<file path="src/rtl/uart_pkg.sv">
// Shared UART types and helpers for uart_rx / uart_tx.
package uart_pkg;

  typedef enum logic [2:0] {
    IDLE,
    DATA,
    PARITY,
    STOP1,
    STOP2,
    WAIT_HI
  } rx_state_t;

  localparam int unsigned LEN_MIN = 5;
  localparam int unsigned LEN_MAX = 8;

  function automatic logic calc_parity(input logic [LEN_MAX-1:0] data,
                                       input logic [3:0]         len,
                                       input logic               ptype);
    logic p;
    p = 1'b0;
    for (int unsigned i = 0; i < LEN_MAX; i++) begin
      if (i < 32'(len)) p = p ^ data[i];
    end
    return ptype ? p : ~p;
  endfunction

  function automatic logic [3:0] clamp_len(input logic [3:0] len);
    if (32'(len) < LEN_MIN) return 4'(LEN_MIN);
    if (32'(len) > LEN_MAX) return 4'(LEN_MAX);
    return len;
  endfunction

endpackage

</file>
<file path="src/rtl/uart_rx_sync.sv">
// Reset-to-value flop chain used to bring the asynchronous rx line into tx_clk.
module uart_rx_sync #(
  parameter int unsigned STAGES  = 2,
  parameter logic        RST_VAL = 1'b1
) (
  input  logic tx_clk,
  input  logic rst,
  input  logic d,
  output logic q
);

  logic [STAGES-1:0] chain;

  always_ff @(posedge tx_clk) begin
    if (rst) begin
      chain <= {STAGES{RST_VAL}};
    end else begin
      chain[0] <= d;
      for (int unsigned i = 1; i < STAGES; i++) chain[i] <= chain[i-1];
    end
  end

  assign q = chain[STAGES-1];

endmodule

</file>
<file path="src/rtl/uart_rx.sv">
// UART receiver, one bit per tx_clk cycle. Define UART_RX_SYNC_EN to put a
// SYNC_STG-deep synchroniser in front of the FSM.
module uart_rx
  import uart_pkg::*;
#(
  parameter int unsigned DATA_W   = 8,
  parameter int unsigned SYNC_STG = 2
) (
  input  logic              tx_clk,
  input  logic              rst,
  input  logic              rx,
  input  logic [3:0]        length,
  input  logic              parity_type,
  input  logic              parity_en,
  input  logic              stop2,
  output logic [DATA_W-1:0] rx_data,
  output logic              rx_done,
  output logic              rx_parity_err,
  output logic              rx_frame_err,
  output logic              rx_err
);

  localparam int unsigned LEN_TOP   = (DATA_W < LEN_MAX) ? DATA_W : LEN_MAX;
  localparam logic [3:0]  LEN_TOP_L = 4'(LEN_TOP);

  logic rx_s;

`ifdef UART_RX_SYNC_EN
  uart_rx_sync #(
    .STAGES  (SYNC_STG),
    .RST_VAL (1'b1)
  ) u_sync (
    .tx_clk (tx_clk),
    .rst    (rst),
    .d      (rx),
    .q      (rx_s)
  );
`else
  if (SYNC_STG == 0) begin : g_no_sync
  end
  assign rx_s = rx;
`endif

  rx_state_t         state, state_nxt;
  logic [3:0]        count;
  logic [3:0]        cfg_len;
  logic              cfg_ptype, cfg_pen, cfg_stop2;
  logic [DATA_W-1:0] shift_reg;
  logic              par_flag, frm_flag;

  logic              start, take_bit, chk_par, chk_stop, frame_end;
  logic              frm_now;
  logic [LEN_MAX-1:0] par_data;
  logic              par_exp;
  logic [3:0]        len_clamped;

  always_comb begin
    len_clamped = clamp_len(length);
    if (len_clamped > LEN_TOP_L) len_clamped = LEN_TOP_L;
  end

  always_comb begin
    par_data = '0;
    for (int unsigned i = 0; i < LEN_TOP; i++) par_data[i] = shift_reg[i];
    par_exp = calc_parity(par_data, cfg_len, cfg_ptype);
  end

  assign frm_now = frm_flag | (chk_stop & ~rx_s);

  always_ff @(posedge tx_clk) begin
    if (rst) state <= IDLE;
    else     state <= state_nxt;
  end

  // The frame-end edge must route on the flag including the stop bit sampled
  // at that same edge, hence frm_now rather than the registered frm_flag.
  always_comb begin
    state_nxt = state;
    start     = 1'b0;
    take_bit  = 1'b0;
    chk_par   = 1'b0;
    chk_stop  = 1'b0;
    frame_end = 1'b0;
    case (state)
      IDLE: begin
        if (!rx_s) begin
          start     = 1'b1;
          state_nxt = DATA;
        end
      end
      DATA: begin
        take_bit = 1'b1;
        if (count == cfg_len - 4'd1) state_nxt = cfg_pen ? PARITY : STOP1;
      end
      PARITY: begin
        chk_par   = 1'b1;
        state_nxt = STOP1;
      end
      STOP1: begin
        chk_stop = 1'b1;
        if (cfg_stop2) begin
          state_nxt = STOP2;
        end else begin
          frame_end = 1'b1;
          state_nxt = frm_now ? WAIT_HI : IDLE;
        end
      end
      STOP2: begin
        chk_stop  = 1'b1;
        frame_end = 1'b1;
        state_nxt = frm_now ? WAIT_HI : IDLE;
      end
      WAIT_HI: begin
        if (rx_s) state_nxt = IDLE;
      end
      default: state_nxt = IDLE;
    endcase
  end

  always_ff @(posedge tx_clk) begin
    if (rst) begin
      count         <= '0;
      cfg_len       <= 4'(LEN_MIN);
      cfg_ptype     <= 1'b0;
      cfg_pen       <= 1'b0;
      cfg_stop2     <= 1'b0;
      shift_reg     <= '0;
      par_flag      <= 1'b0;
      frm_flag      <= 1'b0;
      rx_data       <= '0;
      rx_done       <= 1'b0;
      rx_parity_err <= 1'b0;
      rx_frame_err  <= 1'b0;
      rx_err        <= 1'b0;
    end else begin
      rx_done <= frame_end;
      if (start) begin
        count     <= '0;
        shift_reg <= '0;
        cfg_len   <= len_clamped;
        cfg_ptype <= parity_type;
        cfg_pen   <= parity_en;
        cfg_stop2 <= stop2;
        par_flag  <= 1'b0;
        frm_flag  <= 1'b0;
      end
      if (take_bit) begin
        for (int unsigned i = 0; i < DATA_W; i++) begin
          if (32'(count) == i) shift_reg[i] <= rx_s;
        end
        count <= count + 4'd1;
      end
      if (chk_par && (rx_s != par_exp)) par_flag <= 1'b1;
      if (chk_stop && !rx_s)            frm_flag <= 1'b1;
      if (frame_end) begin
        rx_data       <= shift_reg;
        rx_parity_err <= par_flag;
        rx_frame_err  <= frm_now;
        rx_err        <= par_flag | frm_now;
      end
    end
  end

endmodule

</file>
<file path="config.mk">
export PLATFORM = sky130hd
export DESIGN_NAME = uart_rx
export DESIGN_NICKNAME = d
export VERILOG_FILES = /design/src/rtl/uart_pkg.sv /design/src/rtl/uart_rx_sync.sv /design/src/rtl/uart_rx.sv
export SDC_FILE = /design/constraint.sdc
export NUM_CORES = 1
export LEC_CHECK = 0
export BUFFER_PORTS_ARGS = -buffer_cell sky130_fd_sc_hd__buf_2
export CORE_UTILIZATION = 57
export CTS_CLUSTER_SIZE = 8
export DETAILED_ROUTE_END_ITERATION = 8
export PLACE_DENSITY = 0.79
export SLEW_MARGIN = 20
export SYNTH_ARGS = -nofsm -noshare
export SYNTH_HDL_FRONTEND = slang
export SYNTH_SLANG_ARGS = --single-unit
</file>
<file path="constraint.sdc">
create_clock -name tx_clk -period 2.1 [get_ports tx_clk]
set_input_delay 0 -clock tx_clk [delete_from_list [all_inputs] [get_ports tx_clk]]
set_output_delay 0 -clock tx_clk [all_outputs]
set_load 0.05 [all_outputs]
</file>
==> flow_metrics.env <==
export IMPL_vias=1593
export IMPL_path_clk_slew_ns=0.11
export IMPL_fin_tns_setup_ns=0
export IMPL_first_global_vias=1300
export IMPL_min_path_type="in -> reg"
export IMPL_grt_overflow=0
export IMPL_dominantRegCellSynth="dfxtp_1"
export IMPL_skew_ns=0.00952
export IMPL_grt_start_max_net_pins=39
export IMPL_ys_warn_count=0
export IMPL_drt_iter0_drc=92
export IMPL_p_int_uw=919
export IMPL_synth_area_top_cells="dfxtp_1 38%, a21oi_1 7.4%, mux2i_1 5.9%"
export IMPL_synthMuxAreaShare_pct=5.85
export IMPL_p_per_area_mw_per_mm2=636
export IMPL_synthAdderAreaFrac_pct=5.32
export IMPL_vias_per_cell=5.42
export IMPL_synth_seq_area_share_pct=38.3
export IMPL_placedCellCount=282
export IMPL_synth_simple_area_share_pct=22.0
export IMPL_area_growth_synth_to_final_pct=9.51
export IMPL_top_usage_layer="met2"
export IMPL_antenna_cells=0
export IMPL_rows=20
export IMPL_switching_power_uw=391
export IMPL_rsz0062_at_grt="false"
export IMPL_worst_slew_pin_slew_ns=0.658
export IMPL_synth_nets=248
export IMPL_worstPathMaxFanout=6
export IMPL_drive_gt1_share_pct=14.4
export IMPL_fillers=290
export IMPL_cp_startpoint="cfg_len[0]$_SDFFE_PP1P_"
export IMPL_peakVddDrop_mv=0.419
export IMPL_leakage_nw=0.888
export IMPL_synth_compound_area_share_pct=16.4
export IMPL_die_x_um=59.5
export IMPL_cts_root_buf="clkbuf_4"
export IMPL_wire_per_inst_um=12.5
export IMPL_cts_path_max_buffers=2
export IMPL_hp_start="length[0]"
export IMPL_period_needed_ns=1.82
export IMPL_start_util_pct=60.6
export IMPL_route_detailed_drc=0
export IMPL_drtPass1Iterations=4
export IMPL_ys_seq_elements=36
export IMPL_synth_top_area_share_pct=38.3
export IMPL_fmax_mhz=550
export IMPL_finalCritPeriodShare_pct=86.5
export IMPL_synth_enable_flop_cells=0
export IMPL_routed_wl_mm=3.67
export IMPL_pin_count=22
export IMPL_nets=267
export IMPL_clk_latency_ns=0.35
export IMPL_worstSetupStartpointType="flop"
export IMPL_dieArea_mm2=0.00353
export IMPL_coreArea_mm2=0.00310
export IMPL_stdcell_count=294
export IMPL_antenna_found_initial=0
export IMPL_timing_rr_start="cfg_len[0]$_SDFFE_PP1P_"
export IMPL_post_cts_buffers=0
export IMPL_grt_use_total_pct=22.4
export IMPL_synth_top_family_by_area="simple AND/OR/NAND/NOR gates"
export IMPL_cts_buffers=5
export IMPL_ant_nets=0
export IMPL_io_buffers=21
export IMPL_yosysMostFrequentCell="dfxtp_1"
export IMPL_pwr_share_comb_pct=16.1
export IMPL_worst_ep_arrival_time_ns=2.12
export IMPL_cts_tree="built"
export IMPL_netlist_top_cells_count="36 x dfxtp_1, 28 x a21oi_1, 28 x nor2_1"
export IMPL_setup_violations=0
export IMPL_synthArstFlopShare_pct=0
export IMPL_status="finished, final reports clean"
export IMPL_synth_area_per_cell_um2=8.18
export IMPL_synth_area_mm2=0.00188
export IMPL_hpwl_mm=2.59
export IMPL_grt_pass1_wl_mm=5.78
export IMPL_slew_viol_final=0
export IMPL_place_gp_congestion=0.856
export IMPL_cts_max_level=2
export IMPL_finalHoldViolCount=0
export IMPL_fp_dieH_um=59.5
export IMPL_clock_power_share_pct=27.8
export IMPL_sw_frac_of_total_pct=29.8
export IMPL_synth_distinct_cells=42
export IMPL_p_seq_share_pct=56.0
export IMPL_met3_usage_pct=6.11
export IMPL_clock_sinks=36
export IMPL_worstSetupPathType="reg -> reg"
export IMPL_synth_xor_area_share_pct=5.59
export IMPL_synth_top_cell_by_area="dfxtp_1"
export IMPL_use_met1_pct=27.3
export IMPL_worstPathRequired_ns=2.40
export IMPL_use_met2_pct=36.1
export IMPL_cap_violations=0
export IMPL_slew_headroom_pct=56.2
export IMPL_endpoint_kind="flop"
export IMPL_synthCells=230
==> cell families after synthesis <==
kind of cell	count (synthesis)
simple gates	87
fa+ha+maj	8
compound gates	53
mux	11
xor+xnor	12
flops	36
buf+inv	23
==> registers in the layout (all words and copies together), names as in the netlist, 3 cells and up <==
| register | cells |
|---|---|
| count | 4 |
| rx_data | 8 |
| cfg_len | 4 |
| state | 3 |
| par_data | 8 |
==> final cells by class <==
cell class | instances | area, um2 | area share [%]
well taps | 44 | 55.1 | 2.67
multi-input cells | 171 | 1040 | 50.4
repair buffers | 27 | 160 | 7.77
flip-flops and latches | 36 | 721 | 35.0
clock buffers | 5 | 37.5 | 1.82
inverters | 8 | 30.0 | 1.46
clock inverters | 3 | 18.8 | 0.911
==> power groups by stage <==
stage          registers, mW  logic (mW)  clock network, mW
2_1_floorplan          0.740       0.174                  0
3_3_place_gp           0.749       0.199                  0
3_5_place_dp           0.749       0.203                  0
4_1_cts                0.734       0.210              0.375
5_1_grt                0.738       0.234              0.409
6_report               0.734       0.211              0.365
==> stage by stage <==
step                power (mW)  setup WS (ns)  utilization, %  cell area, um2  hold slack, ns
floorplan                0.914          0.453               -            1880           0.136
global placement         0.948          0.310            63.3            1960           0.242
detailed placement       0.952          0.305            63.3            1960           0.246
CTS                       1.32          0.280            66.4            2060          0.0151
global route              1.38          0.136            66.4            2060          0.0875
finish                    1.31          0.283            66.4            2060          0.0309
==> placed cells by master, fill, tap and decap left out, types with 2 or more instances in the layout <==
cell,n
nor3_1,11
o21ai_1,2
xnor2_1,9
ha_1,8
clkinv_2,2
inv_1,8
clkbuf_4,5
nand3_1,7
a21oi_1,28
dfxtp_1,36
xor2_1,3
dlygate4sd3_1,4
mux2i_1,11
nand3b_1,3
nand2_1,23
nand2b_1,2
o21ai_0,8
buf_4,2
nor2b_1,3
a31oi_1,2
nor2_1,28
o21a_1,2
a21boi_1,2
a211oi_1,3
buf_2,21
==> path summary, 6_finish.rpt <==
| check | endpoint | slack (ns) | cells after the start |
|---|---|---|---|
| worst max-delay path | par_flag$_SDFFE_PP0P_ | 0.28 | 7 |
| worst min-delay path | cfg_len[0]$_SDFFE_PP1P_ | 0.03 | 4 |
| worst max register to register | par_flag$_SDFFE_PP0P_ | 0.28 | 7 |
| worst min register to register | cfg_pen$_SDFFE_PP0P_ | 0.48 | 2 |
==> layer usage <==
layer | wire length, um | vias up
met3 | 174 | 9
li1 | - | 824
met4 | 80 | 0
met5 | 0 | -
met2 | 1750 | 40
met1 | 1670 | 720
==> worst max-delay path, stage by stage, from the launching register on <==
cell and delay [ns]:
dfxtp_1 0.45, inv_1 0.09, ha_1 0.24, a21boi_1 0.16
xnor2_1 0.16, xnor2_1 0.12, or4_1 0.47, nand3_1 0.09
==> timing repair <==
action	in CTS	in global routing
hold buffers	4	0
resized for setup	0	0
hold endpoints to repair	6	0
No activity file was read; power rests on OpenSTA's default activity.
